## src/rtl/btn_pkg.sv

```systemverilog
// Shared button-conditioning definitions: FSM encodings, debounce timing constants
// and the stable-counter width helper.
package btn_pkg;

    typedef enum logic [1:0] {
        S_LOW       = 2'd0,
        S_WAIT_HIGH = 2'd1,
        S_HIGH      = 2'd2,
        S_WAIT_LOW  = 2'd3
    } btn_state_t;

    // 10 ms at 100 MHz.
    localparam int STABLE_CYCLES_DEFAULT = 1000000;
    localparam int STABLE_CYCLES_SIM     = 4;

    function automatic int cnt_width(input int n);
        return ($clog2(n) < 1) ? 1 : $clog2(n);
    endfunction

endpackage

```

## src/rtl/sync_2ff.sv

```systemverilog
// Two-flop synchroniser for one asynchronous input bit; 2-cycle latency, no backpressure.
// Resets to 0 asynchronously.
module sync_2ff (
    input  logic clk,
    input  logic rst,
    input  logic d_in,
    output logic sync_q
);

    logic meta_q;
    logic meta_d;
    logic sync_d;

    always_comb begin
        meta_d = d_in;
        sync_d = meta_q;
    end

    always_ff @(posedge clk or posedge rst) begin
        if (rst) begin
            meta_q <= 1'b0;
            sync_q <= 1'b0;
        end else begin
            meta_q <= meta_d;
            sync_q <= sync_d;
        end
    end

endmodule

```

## src/rtl/btn_debouncer.sv

```systemverilog
// Push-button debouncer: sync, stable-time FSM, clean level, press/release pulses, press counter.
// Level changes STABLE_CYCLES+3 edges after a stable input change; no backpressure.
module btn_debouncer
    import btn_pkg::*;
#(
    parameter int STABLE_CYCLES = STABLE_CYCLES_DEFAULT,
    parameter int CNT_W         = 8
) (
    input  logic             clk,
    input  logic             rst,
    input  logic             btn_in,
    input  logic             cnt_clr,
    output logic             btn_level,
    output logic             rise_pulse,
    output logic             fall_pulse,
    output logic [CNT_W-1:0] press_count
);

    localparam int            CW      = cnt_width(STABLE_CYCLES);
    localparam logic [CW-1:0] CNT_MAX = CW'(STABLE_CYCLES - 1);

    logic sync_q;

    sync_2ff u_sync (
        .clk    (clk),
        .rst    (rst),
        .d_in   (btn_in),
        .sync_q (sync_q)
    );

    btn_state_t       state_q, state_d;
    logic [CW-1:0]    stab_cnt_q, stab_cnt_d;
    logic             level_q, level_d;
    logic             rise_q, rise_d;
    logic             fall_q, fall_d;
    logic [CNT_W-1:0] press_cnt_q, press_cnt_d;

    always_comb begin
        state_d     = state_q;
        stab_cnt_d  = stab_cnt_q;
        level_d     = level_q;
        rise_d      = 1'b0;
        fall_d      = 1'b0;
        press_cnt_d = press_cnt_q;

        case (state_q)
            S_LOW: begin
                if (sync_q) begin
                    state_d    = S_WAIT_HIGH;
                    stab_cnt_d = '0;
                end
            end
            S_WAIT_HIGH: begin
                if (!sync_q) begin
                    state_d = S_LOW;
                end else if (stab_cnt_q == CNT_MAX) begin
                    state_d = S_HIGH;
                    level_d = 1'b1;
                    rise_d  = 1'b1;
                end else begin
                    stab_cnt_d = stab_cnt_q + CW'(1);
                end
            end
            S_HIGH: begin
                if (!sync_q) begin
                    state_d    = S_WAIT_LOW;
                    stab_cnt_d = '0;
                end
            end
            S_WAIT_LOW: begin
                if (sync_q) begin
                    state_d = S_HIGH;
                end else if (stab_cnt_q == CNT_MAX) begin
                    state_d = S_LOW;
                    level_d = 1'b0;
                    fall_d  = 1'b1;
                end else begin
                    stab_cnt_d = stab_cnt_q + CW'(1);
                end
            end
            default: state_d = S_LOW;
        endcase

        // Clear takes priority over a coincident accepted press.
        if (rise_d) begin
            press_cnt_d = press_cnt_q + CNT_W'(1);
        end
        if (cnt_clr) begin
            press_cnt_d = '0;
        end
    end

    always_ff @(posedge clk or posedge rst) begin
        if (rst) begin
            state_q     <= S_LOW;
            stab_cnt_q  <= '0;
            level_q     <= 1'b0;
            rise_q      <= 1'b0;
            fall_q      <= 1'b0;
            press_cnt_q <= '0;
        end else begin
            state_q     <= state_d;
            stab_cnt_q  <= stab_cnt_d;
            level_q     <= level_d;
            rise_q      <= rise_d;
            fall_q      <= fall_d;
            press_cnt_q <= press_cnt_d;
        end
    end

    assign btn_level   = level_q;
    assign rise_pulse  = rise_q;
    assign fall_pulse  = fall_q;
    assign press_count = press_cnt_q;

endmodule
```

## config.mk

```make
export PLATFORM = sky130hd
export DESIGN_NAME = btn_debouncer
export DESIGN_NICKNAME = d
export VERILOG_FILES = /design/src/rtl/btn_pkg.sv /design/src/rtl/sync_2ff.sv /design/src/rtl/btn_debouncer.sv
export SDC_FILE = /design/constraint.sdc
export NUM_CORES = 1
export LEC_CHECK = 0
export BUFFER_PORTS_ARGS = -buffer_cell sky130_fd_sc_hd__buf_2
export CAP_MARGIN = 20
export CORE_ASPECT_RATIO = 0.75
export CORE_MARGIN = 2
export CORE_UTILIZATION = 50
export CTS_BUF_LIST = sky130_fd_sc_hd__clkbuf_8
export DETAILED_ROUTE_END_ITERATION = 8
export GPL_ROUTABILITY_DRIVEN = 0
export PLACE_DENSITY_LB_ADDON = 0.3
export SETUP_SLACK_MARGIN = 0.3
export SLEW_MARGIN = 20
export SYNTH_ARGS = -nofsm -noshare
export SYNTH_HDL_FRONTEND = slang
export SYNTH_SLANG_ARGS = --single-unit
```

## constraint.sdc

```tcl
create_clock -name clk -period 2.24 [get_ports clk]
set_input_delay 0.672 -clock clk [delete_from_list [all_inputs] [get_ports clk]]
set_output_delay 0.672 -clock clk [all_outputs]
set_load 0.03 [all_outputs]
```

Word level (Yosys, flattened, before mapping) --
Cells that the tools add are included.
Storage, ports and cells: flip-flop bits (word level) 35, output and inout bits 11, logic and storage cells 53
Cells by class: $add $sub $neg 2, eq/ne operators 12, mux-type cells 25, reduce and logical (&&, ||, !) cells 6
Operator list (number):
- 2-to-1 mux 20 bit | 5
- case mux 20 bit (4 select lines) | 1
- adder 20 x 1 -> 20 bit, second input constant | 1
- == test 20 bit, second input constant | 1
- 2-to-1 mux 8 bit | 2
- 2-to-1 mux 2 bit | 6
- 2-to-1 mux 1 bit | 9
- adder 8 x 1 -> 8 bit, second input constant | 1
- inequality test 2 bit, second input constant | 4
- case mux 2 bit (4 select lines) | 1
- AND reduction 4 bit | 2
- AND reduction 5 bit | 1
- == test 2 bit, second input constant | 2
- inequality test 2 x 1 -> 1 bit, second input constant | 2
- nonzero test 2 bit | 2
- inequality test 3 x 2 -> 1 bit, second input constant | 1
- inequality test 3 bit, second input constant | 1
- == test 2 x 1 -> 1 bit, second input constant | 1
- logical NOT 2 bit | 1
- case mux 1 bit (2 select lines) | 1

Depth between registers and ports, before layout --
Gate-level depths: netlist of run 1.
word-level depth 6, gate-level depth with buffers 7, depth with buffers taken out 5

Modules after synthesis --
Synthesis of run 1 repeated with hierarchy kept, for this count alone.
Second synthesis, totals: cells, all modules 202, area, all modules 1918.1 um^2
Modules (own cells, without submodules):
- btn_debouncer | instances 1, cells an instance 199, area each 1864.3 um^2, seq. area each 825.8 um^2
- sync_2ff | instances 1, cells an instance 3, area each 53.8 um^2, seq. area each 50.0 um^2

Worst setup path after synthesis of run 1 --
No wires, ideal clock.
path type reg2reg, start point register stab_cnt_q[0], end point register press_cnt_q[7], in the netlist press_count[7], setup time 125 ps, data arrival time 1732 ps, data required time 2115 ps, slack 383 ps, stages on the path, launching flop included 7, clock period less this slack 1857 ps, path through dfrtp_1 ha_1 and3_1 buf_2 nand4_2 nor4_1 mux2_2
Between the ends: cells in the longest elaborated chain, start to end 5
Ends and longest elaborated chain:
- start: declaration | RTL line btn_debouncer.sv:32 | logic [CW-1:0] stab_cnt_q, stab_cnt_d;
- start signal: assignment | RTL line btn_debouncer.sv:103 | stab_cnt_q <= stab_cnt_d;
- == test 20 bit | RTL line btn_debouncer.sv:56 | end else if (stab_cnt_q == CNT_MAX) begin
- 2-to-1 mux 1 bit | RTL line btn_debouncer.sv:56
- 2-to-1 mux 1 bit | RTL line btn_debouncer.sv:54 | if (!sync_q) begin
- 2-to-1 mux 1 bit | RTL line btn_debouncer.sv:46 | case (state_q)
- nonzero test 2 bit (no source line)
- end signal: assignment | RTL line btn_debouncer.sv:107 | press_cnt_q <= press_cnt_d;
- end: declaration | RTL line btn_debouncer.sv:36 | logic [CNT_W-1:0] press_cnt_q, press_cnt_d;
Every way passes these cells. A chain may end at the register's enable or synchronous reset.

Final worst setup path of run 1 --
start point register stab_cnt_q[1], end point register stab_cnt_q[18]
Between the ends: cells in the longest elaborated chain, start to end 4, elaborated cells between the ends (all ways) 6
Ends and longest elaborated chain (RTL line):
- adder 20 x 1 -> 20 bit / == test 20 bit (equally long branches)
- 2-to-1 mux 20 bit (*) | btn_debouncer.sv:56, btn_debouncer.sv:73
- 2-to-1 mux 20 bit (on tied branches) | btn_debouncer.sv:71, btn_debouncer.sv:54
- case mux 20 bit (4 select lines) (*) | btn_debouncer.sv:46
Mark *: on every way between the ends. The rest lies on a longest branch, timed or not. The select of a mux whose other input is x is not followed.

==> results.sh, run 1 <==
export IMPL_fin_crit_sh_pct=83.84
export IMPL_worst_setup_path_start_kind="flop"
export IMPL_vias=1838
export IMPL_insertion_delay_ns=0.29
export IMPL_synth_edf_count=0
export IMPL_grt_pass1_wl_um=7624
export IMPL_hold_buffers=0
export IMPL_whs_endpoint="u_sync.sync_q"
export IMPL_fp_dieH_um=59.16
export IMPL_grt_use_total_pct=21.75
export IMPL_grt_busiest_layer="met1"
export IMPL_cts_root_buffer="clkbuf_8"
export IMPL_ys_flop_type="dfrtp_1"
export IMPL_min_period_ns=1.878
export IMPL_wl_per_cell_um=15.61
export IMPL_arrival_ns=2.09
export IMPL_drive_gt1_share_pct=22.80
export IMPL_nFillCells=332
export IMPL_io_pins=15
export IMPL_hold_start="u_sync.meta_q"
export IMPL_tightest_slew_ns=0.4397
export IMPL_cts_tree="built"
export IMPL_dpl_hpwl_um=3076
export IMPL_via_per_inst=6.026
export IMPL_leakagePower_nw=1.065
export IMPL_r2r_start="stab_cnt_q[1]"
export IMPL_met2_usage_pct=29.69
export IMPL_rsz0062_at_grt="true"
export IMPL_yosys_warnings=0
export IMPL_htreeDepth=2
export IMPL_drt_first_iter_violations=154
export IMPL_cap_viol_max_count=0
export IMPL_final_hold_viol_count=0
export IMPL_row_count=20
export IMPL_ys_async_sr_fraction_pct=100.0
export IMPL_overflow=0
export IMPL_synth_avg_cell_area_sq_um=9.095
export IMPL_cts_buffers=5
export IMPL_grt_pass1_vias=1566
export IMPL_peakVddDrop_mv=0.3556
export IMPL_setup_tns_ns=0
export IMPL_clock_sinks=35
export IMPL_holdPathStages=0
export IMPL_worstPathRequired_ns=2.45
export IMPL_drtAntennaViolNets=0
export IMPL_ys_ff_latch=35
export IMPL_setup_viol=0
export IMPL_fin_nets=255
export IMPL_area_growth_pct=19.99
export IMPL_fmax_mhz=532.5
export IMPL_rrSetupSlack_ns=0.36
export IMPL_grt_use_met1_pct=33.27
export IMPL_p_per_area_nw_per_um2=576.2
export IMPL_die_area_sq_um=4587
export IMPL_fin_skew_ns=0.005445
export IMPL_rr_worst_depth=5
export IMPL_worstSetupPathType="flop to flop"
export IMPL_grtUsageMet3_pct=5.488
export IMPL_syn_instance_count=223
export IMPL_post_route_util_pct=61.16
export IMPL_grt_max_degree=36
export IMPL_drc=0
export IMPL_drt_wl_total_um=4760
export IMPL_r2r_end="stab_cnt_q[18]"
export IMPL_synth_cell_type_count=47
export IMPL_chipWidth_um=77.54
export IMPL_core_area_sq_um=3979
export IMPL_crit_path_end_kind="flop"
export IMPL_port_buffers=14
export IMPL_finalMaxSlewViolations=0
export IMPL_antenna_found_initial=0
export IMPL_status="finished clean"
export IMPL_clk_pin_slew_ns=0.07
export IMPL_initial_core_util_pct=50.97
export IMPL_syn_num_nets=229
export IMPL_clk_path_buf_depth=2
export IMPL_seq_area_frac_synth_pct=43.18
export IMPL_relSlewSlack_pct=70.69
export IMPL_syn_area_sq_um=2028
export IMPL_path_max_fanout=7
export IMPL_hp_class="flop to flop"
export IMPL_n_antenna_cell=0
export IMPL_drt_pass1_iter_count=5
routing by layer:
metal,share of wire (%),up-vias
met5,0,-
li1,-,890
met1,51,890
met2,42,51
met3,4.9,7
met4,1.3,0
power breakdown:
group          leakage (nW)  switching [W]  internal (W)
registers             0.479      0.0000110      0.000641
clock network        0.0644       0.000236      0.000444
logic                 0.521      0.0000481     0.0000227
total                  1.06       0.000295       0.00111
Yosys cell counts (2+ instances only):
library cell	instances	area share [%]
nand3_1	11	2.7
o21ai_0	10	2.5
mux2_2	7	3.9
buf_2	4	0.99
and3_1	3	0.93
nor4_1	5	1.5
nor2b_1	6	1.9
o2111ai_1	3	1.3
or3_1	6	1.9
nor2_1	17	3.1
o31ai_1	4	1.5
nand3b_1	3	1.1
a21oi_1	13	3.2
and3b_1	2	0.86
and4_1	4	1.7
nand2_1	19	3.5
ha_1	2	1.2
o211ai_1	3	1.1
nor4b_2	2	1.5
nor3_1	7	1.7
o21a_1	2	0.74
nand4_1	8	2.5
inv_1	10	1.9
o211a_1	2	0.99
or4_1	3	1.1
and2_1	5	1.5
a31oi_1	2	0.62
dfrtp_1	35	43
clkbuf_1	7	1.3
flip-flops by register name, summed over array words and instances, names as in the netlist, named ones only:
register / flops
btn_level: 1
fall_pulse: 1
press_count: 8
rise_pulse: 1
stab_cnt_q: 20
state_q: 1
u_sync.meta_q: 1
u_sync.sync_q: 1
worst max-delay path, cell delays in order (launching register included):
cell,delay [ns]
dfrtp_1,0.41
ha_2,0.21
and3_4,0.25
nand4_1,0.21
or4_1,0.55
a21oi_1,0.16
cell type report:
| cell class | instances | area, sq um | share of cell area, % |
|---|---|---|---|
| multi-input combinational | 167 | 1124 | 46.17 |
| clock inverter | 3 | 67.56 | 2.776 |
| tap | 55 | 68.82 | 2.828 |
| timing repair buffer | 30 | 190.2 | 7.815 |
| inverter | 10 | 37.54 | 1.542 |
| sequential | 35 | 877.1 | 36.04 |
| clock buffer | 5 | 68.82 | 2.828 |
how the worst max path moves through the flow:
stage                           endpoint     startpoint  cells past startpoint
after global placement    press_count[7]  stab_cnt_q[0]                      5
after floorplan           press_count[7]  stab_cnt_q[0]                      6
after CTS                 stab_cnt_q[18]  stab_cnt_q[0]                      5
after global routing      stab_cnt_q[18]  stab_cnt_q[1]                      5
after detailed placement  press_count[7]  stab_cnt_q[0]                      5
final                     stab_cnt_q[18]  stab_cnt_q[1]                      5
timing repair:
item | in CTS | in global routing
setup endpoints to repair | 13 | 16
pin swaps | 1 | 4
gates cloned | 0 | 1
endpoints found under the hold margin | 0 | 0
resized for setup | 4 | 6
setup buffers | 1 | 5
stage by stage:
stage / instances / hold WS (ns) / setup slack (ns) / total power (W) / instance area (sq um)
after floorplan: 223 / 0.3312 / 0.3835 / 0.0007103 / 2028
after global placement: 290 / 0.3325 / 0.2077 / 0.0007330 / 2191
after detailed placement: 290 / 0.3405 / 0.1599 / 0.0007337 / 2191
after CTS: 299 / 0.3575 / 0.3062 / 0.001409 / 2360
after global routing: 305 / 0.3716 / 0.2751 / 0.001456 / 2434
final: 305 / 0.3546 / 0.3619 / 0.001402 / 2434
kinds of logic (layout without fill, tap and decap cells):
family / Yosys count / in the layout / synth area share, %
xor gates and xnor gates: 2 / 2 / 0.8638
and+or+nand+nor: 106 / 107 / 30.11
adders and majority gates: 2 / 2 / 1.234
muxes: 7 / 7 / 3.887
DFF: 35 / 35 / 43.18
AOI/OAI and AO/OA: 49 / 49 / 16.35
buffers and inverters: 22 / 48 / 4.380
layout by cell type (no fill, tap or decap), types with 2 or more instances in the layout:
master,instances
dfrtp_1,34
nand2_1,19
nor2_1,17
buf_4,16
buf_2,14
a21oi_1,13
nand3_1,11
inv_1,10
o21ai_0,10
nand4_1,8
mux2_2,7
nor3_1,7
or3_1,6
nor2b_1,6
clkbuf_8,5
and4_1,4
o31ai_1,4
and2_1,4
or4_1,3
o211ai_1,3
nand3b_1,3
nor4_1,3
o2111ai_1,3
a31oi_1,2
and3_1,2
nor4b_4,2
and3b_1,2
nor4_2,2
o21a_1,2
o211a_1,2
bufinv_16,2
Power figures use the tool's default switching activity.
==> run 2: changes to the inputs <==
clock period = 1.8 ns   (was 2.24 ns; I/O delays follow)
==> run 2 against run 1 <==
Net effect:
- the run now ends with setup timing left
- sequential share of layout area decreased by 7.1 points
- worst setup slack worse by 0.39 ns
- count of clock-buffer cells in the layout did not move
- flip-flop and latch count unchanged
- register-to-register slack lost 0.39 ns
- maximum frequency is 2.9% higher
- first-iteration DRC count is 44% higher
- non-clock buffer count rose by 39
- highest routed layer unchanged
==> results.sh, run 2 (same netlist as run 1, synthesis figures left out) <==
export IMPL_power_total_w=0.001484
export IMPL_drt_pass1_iter_count=4
export IMPL_wl_met1_um=2833
export IMPL_relSlewSlack_pct=70.14
export IMPL_peakVddDrop_mv=0.4556
export IMPL_io_pins=15
export IMPL_htreeDepth=2
export IMPL_wl_met2_um=3038
export IMPL_clk_pin_slew_ns=0.07
export IMPL_tightest_slew_ns=0.4479
export IMPL_setup_viol=2
export IMPL_cts_tree="built"
export IMPL_nFillCells=250
export IMPL_min_period_ns=1.825
export IMPL_grt_use_total_pct=27.98
export IMPL_antenna_found_initial=0
export IMPL_grt_max_degree=35
export IMPL_path_max_fanout=6
export IMPL_leakagePower_nw=1.359
export IMPL_layout_common_cells="buf_4, dfrtp_1, buf_6"
export IMPL_fin_nets=294
export IMPL_finalMaxSlewViolations=0
export IMPL_crit_path_end_kind="flop"
export IMPL_largest_register_ffs=20
export IMPL_layout_commonest_cell="buf_4"
export IMPL_chipWidth_um=77.54
export IMPL_via_per_inst=6.135
export IMPL_whs_ns=0.08886
export IMPL_row_count=20
export IMPL_status="finished with violations"
export IMPL_initial_core_util_pct=50.97
export IMPL_fmax_mhz=547.9
export IMPL_insertion_delay_ns=0.28
export IMPL_path_cells="nor4b_4 -> nand3b_1 -> buf_6 -> buf_12 -> nor3_2 -> mux2_4"
export IMPL_cts_buffers=5
export IMPL_worstSetupPathType="flop to flop"
export IMPL_cap_viol_max_count=0
export IMPL_overflow=0
export IMPL_design_area_sq_um=3043
export IMPL_timing_final_ws_setup_ns=-0.02505
export IMPL_top_register="stab_cnt_q"
export IMPL_crit_family="simple AND/OR/NAND/NOR gates"
export IMPL_worstPathRequired_ns=1.97
export IMPL_place_area_sq_um=2452
export IMPL_fin_skew_ns=0.006765
export IMPL_n_antenna_cell=0
export IMPL_p_per_area_nw_per_um2=487.6
export IMPL_drt_first_iter_violations=221
export IMPL_fp_dieH_um=59.16
export IMPL_hp_class="input port to asynchronous set/reset pin"
export IMPL_area_growth_pct=50.03
export IMPL_final_hold_viol_count=0
export IMPL_hold_buffers=0
export IMPL_cts_root_buffer="clkbuf_8"
export IMPL_cpPeakStageDelay_ns=0.44
export IMPL_top_layer="met4"
export IMPL_clk_path_buf_depth=2
export IMPL_port_buffers=14
export IMPL_vias=2098
export IMPL_clock_sinks=35
export IMPL_fin_crit_sh_pct=101.4
export IMPL_drt_wl_total_um=6353
export IMPL_rsz0062_at_grt="true"
export IMPL_worst_path_max_delay_cell="dfrtp_2"
export IMPL_wl_per_cell_um=18.58
export IMPL_arrival_ns=1.99
export IMPL_die_area_sq_um=4587
export IMPL_failed_checks="setup timing"
export IMPL_grt_pass1_wl_um=9811
export IMPL_drive_gt1_share_pct=47.74
export IMPL_drc=0
export IMPL_grt_pass1_vias=1972
export IMPL_core_area_sq_um=3979
export IMPL_dpl_hpwl_um=3621
export IMPL_worstPathBufferInverterCount=2
export IMPL_worst_setup_path_start_kind="flop"
export IMPL_route_met3_wl_um=395
export IMPL_drtAntennaViolNets=0
[run 2: changes by cell type in the layout (fill, tap and decap cells not counted), sizes merged]
cell      change
inv           +1
buf          +38
clkbuf        +1
clkinvlp      -1
bufinv        -2
[run 2: routing by layer]
metal / vias to the layer above / GRT usage, %
li1: 965 / -
met1: 1031 / 39.76
met2: 91 / 45.22
met3: 11 / 5.030
met4: 0 / 6.888
met5: - / 0
[run 2: worst reg2reg max path: stages, from the launching register on]
cell	delay, ns
dfrtp_2	0.44
nor4b_4	0.33
nand3b_1	0.15
buf_6	0.17
buf_12	0.14
nor3_2	0.17
mux2_4	0.31
[run 2: report_power, final]
| group | internal, W | total (W) | switching (W) |
|---|---|---|---|
| Combinational | 0.0000665 | 0.000156 | 0.0000899 |
| Clock | 0.000252 | 0.000521 | 0.000269 |
| Sequential | 0.000797 | 0.000806 | 0.00000916 |
[run 2: path summary, 6_finish.rpt]
check / slack (ns) / endpoint / startpoint / cells past startpoint
worst min-delay path: 0.09 / press_count[5] / rst / 2
worst max register to register: -0.03 / press_count[4] / stab_cnt_q[12] / 6
worst max-delay path: -0.03 / press_count[4] / stab_cnt_q[12] / 6
max in group asynchronous: 1.07 / stab_cnt_q[13] / rst / 3
worst min register to register: 0.37 / u_sync.sync_q / u_sync.meta_q / 0
min in group clk: 0.36 / u_sync.meta_q / btn_in / 1
[run 2: repair_timing]
action / CTS / global route
pin swaps: 27 / 28
setup endpoints to repair: 32 / 35
cloned: 1 / 0
buffers inserted: 12 / 7
resized for setup: 50 / 39
[run 2: layout make-up]
cell class | count | area [sq um] | area share, %
clock buffer | 5 | 68.82 | 2.262
clock inverter | 1 | 3.754 | 0.1234
inverter | 10 | 37.54 | 1.234
multi-input combinational | 167 | 1415 | 46.51
sequential | 35 | 880.8 | 28.95
tap | 55 | 68.82 | 2.262
timing repair buffer | 69 | 568.0 | 18.67
[run 2: stage by stage]
step                       TNS, ns  utilization [%]  worst slack [ns]  cells
after global routing       -0.2449            76.48          -0.06638    342
final                     -0.03476            76.48          -0.02505    342
after floorplan                  0                -           0.07137    223
after detailed placement   -0.1710            61.64          -0.04205    316
after CTS                        0            70.41           0.03969    335
after global placement    -0.01626            61.64          -0.01559    316
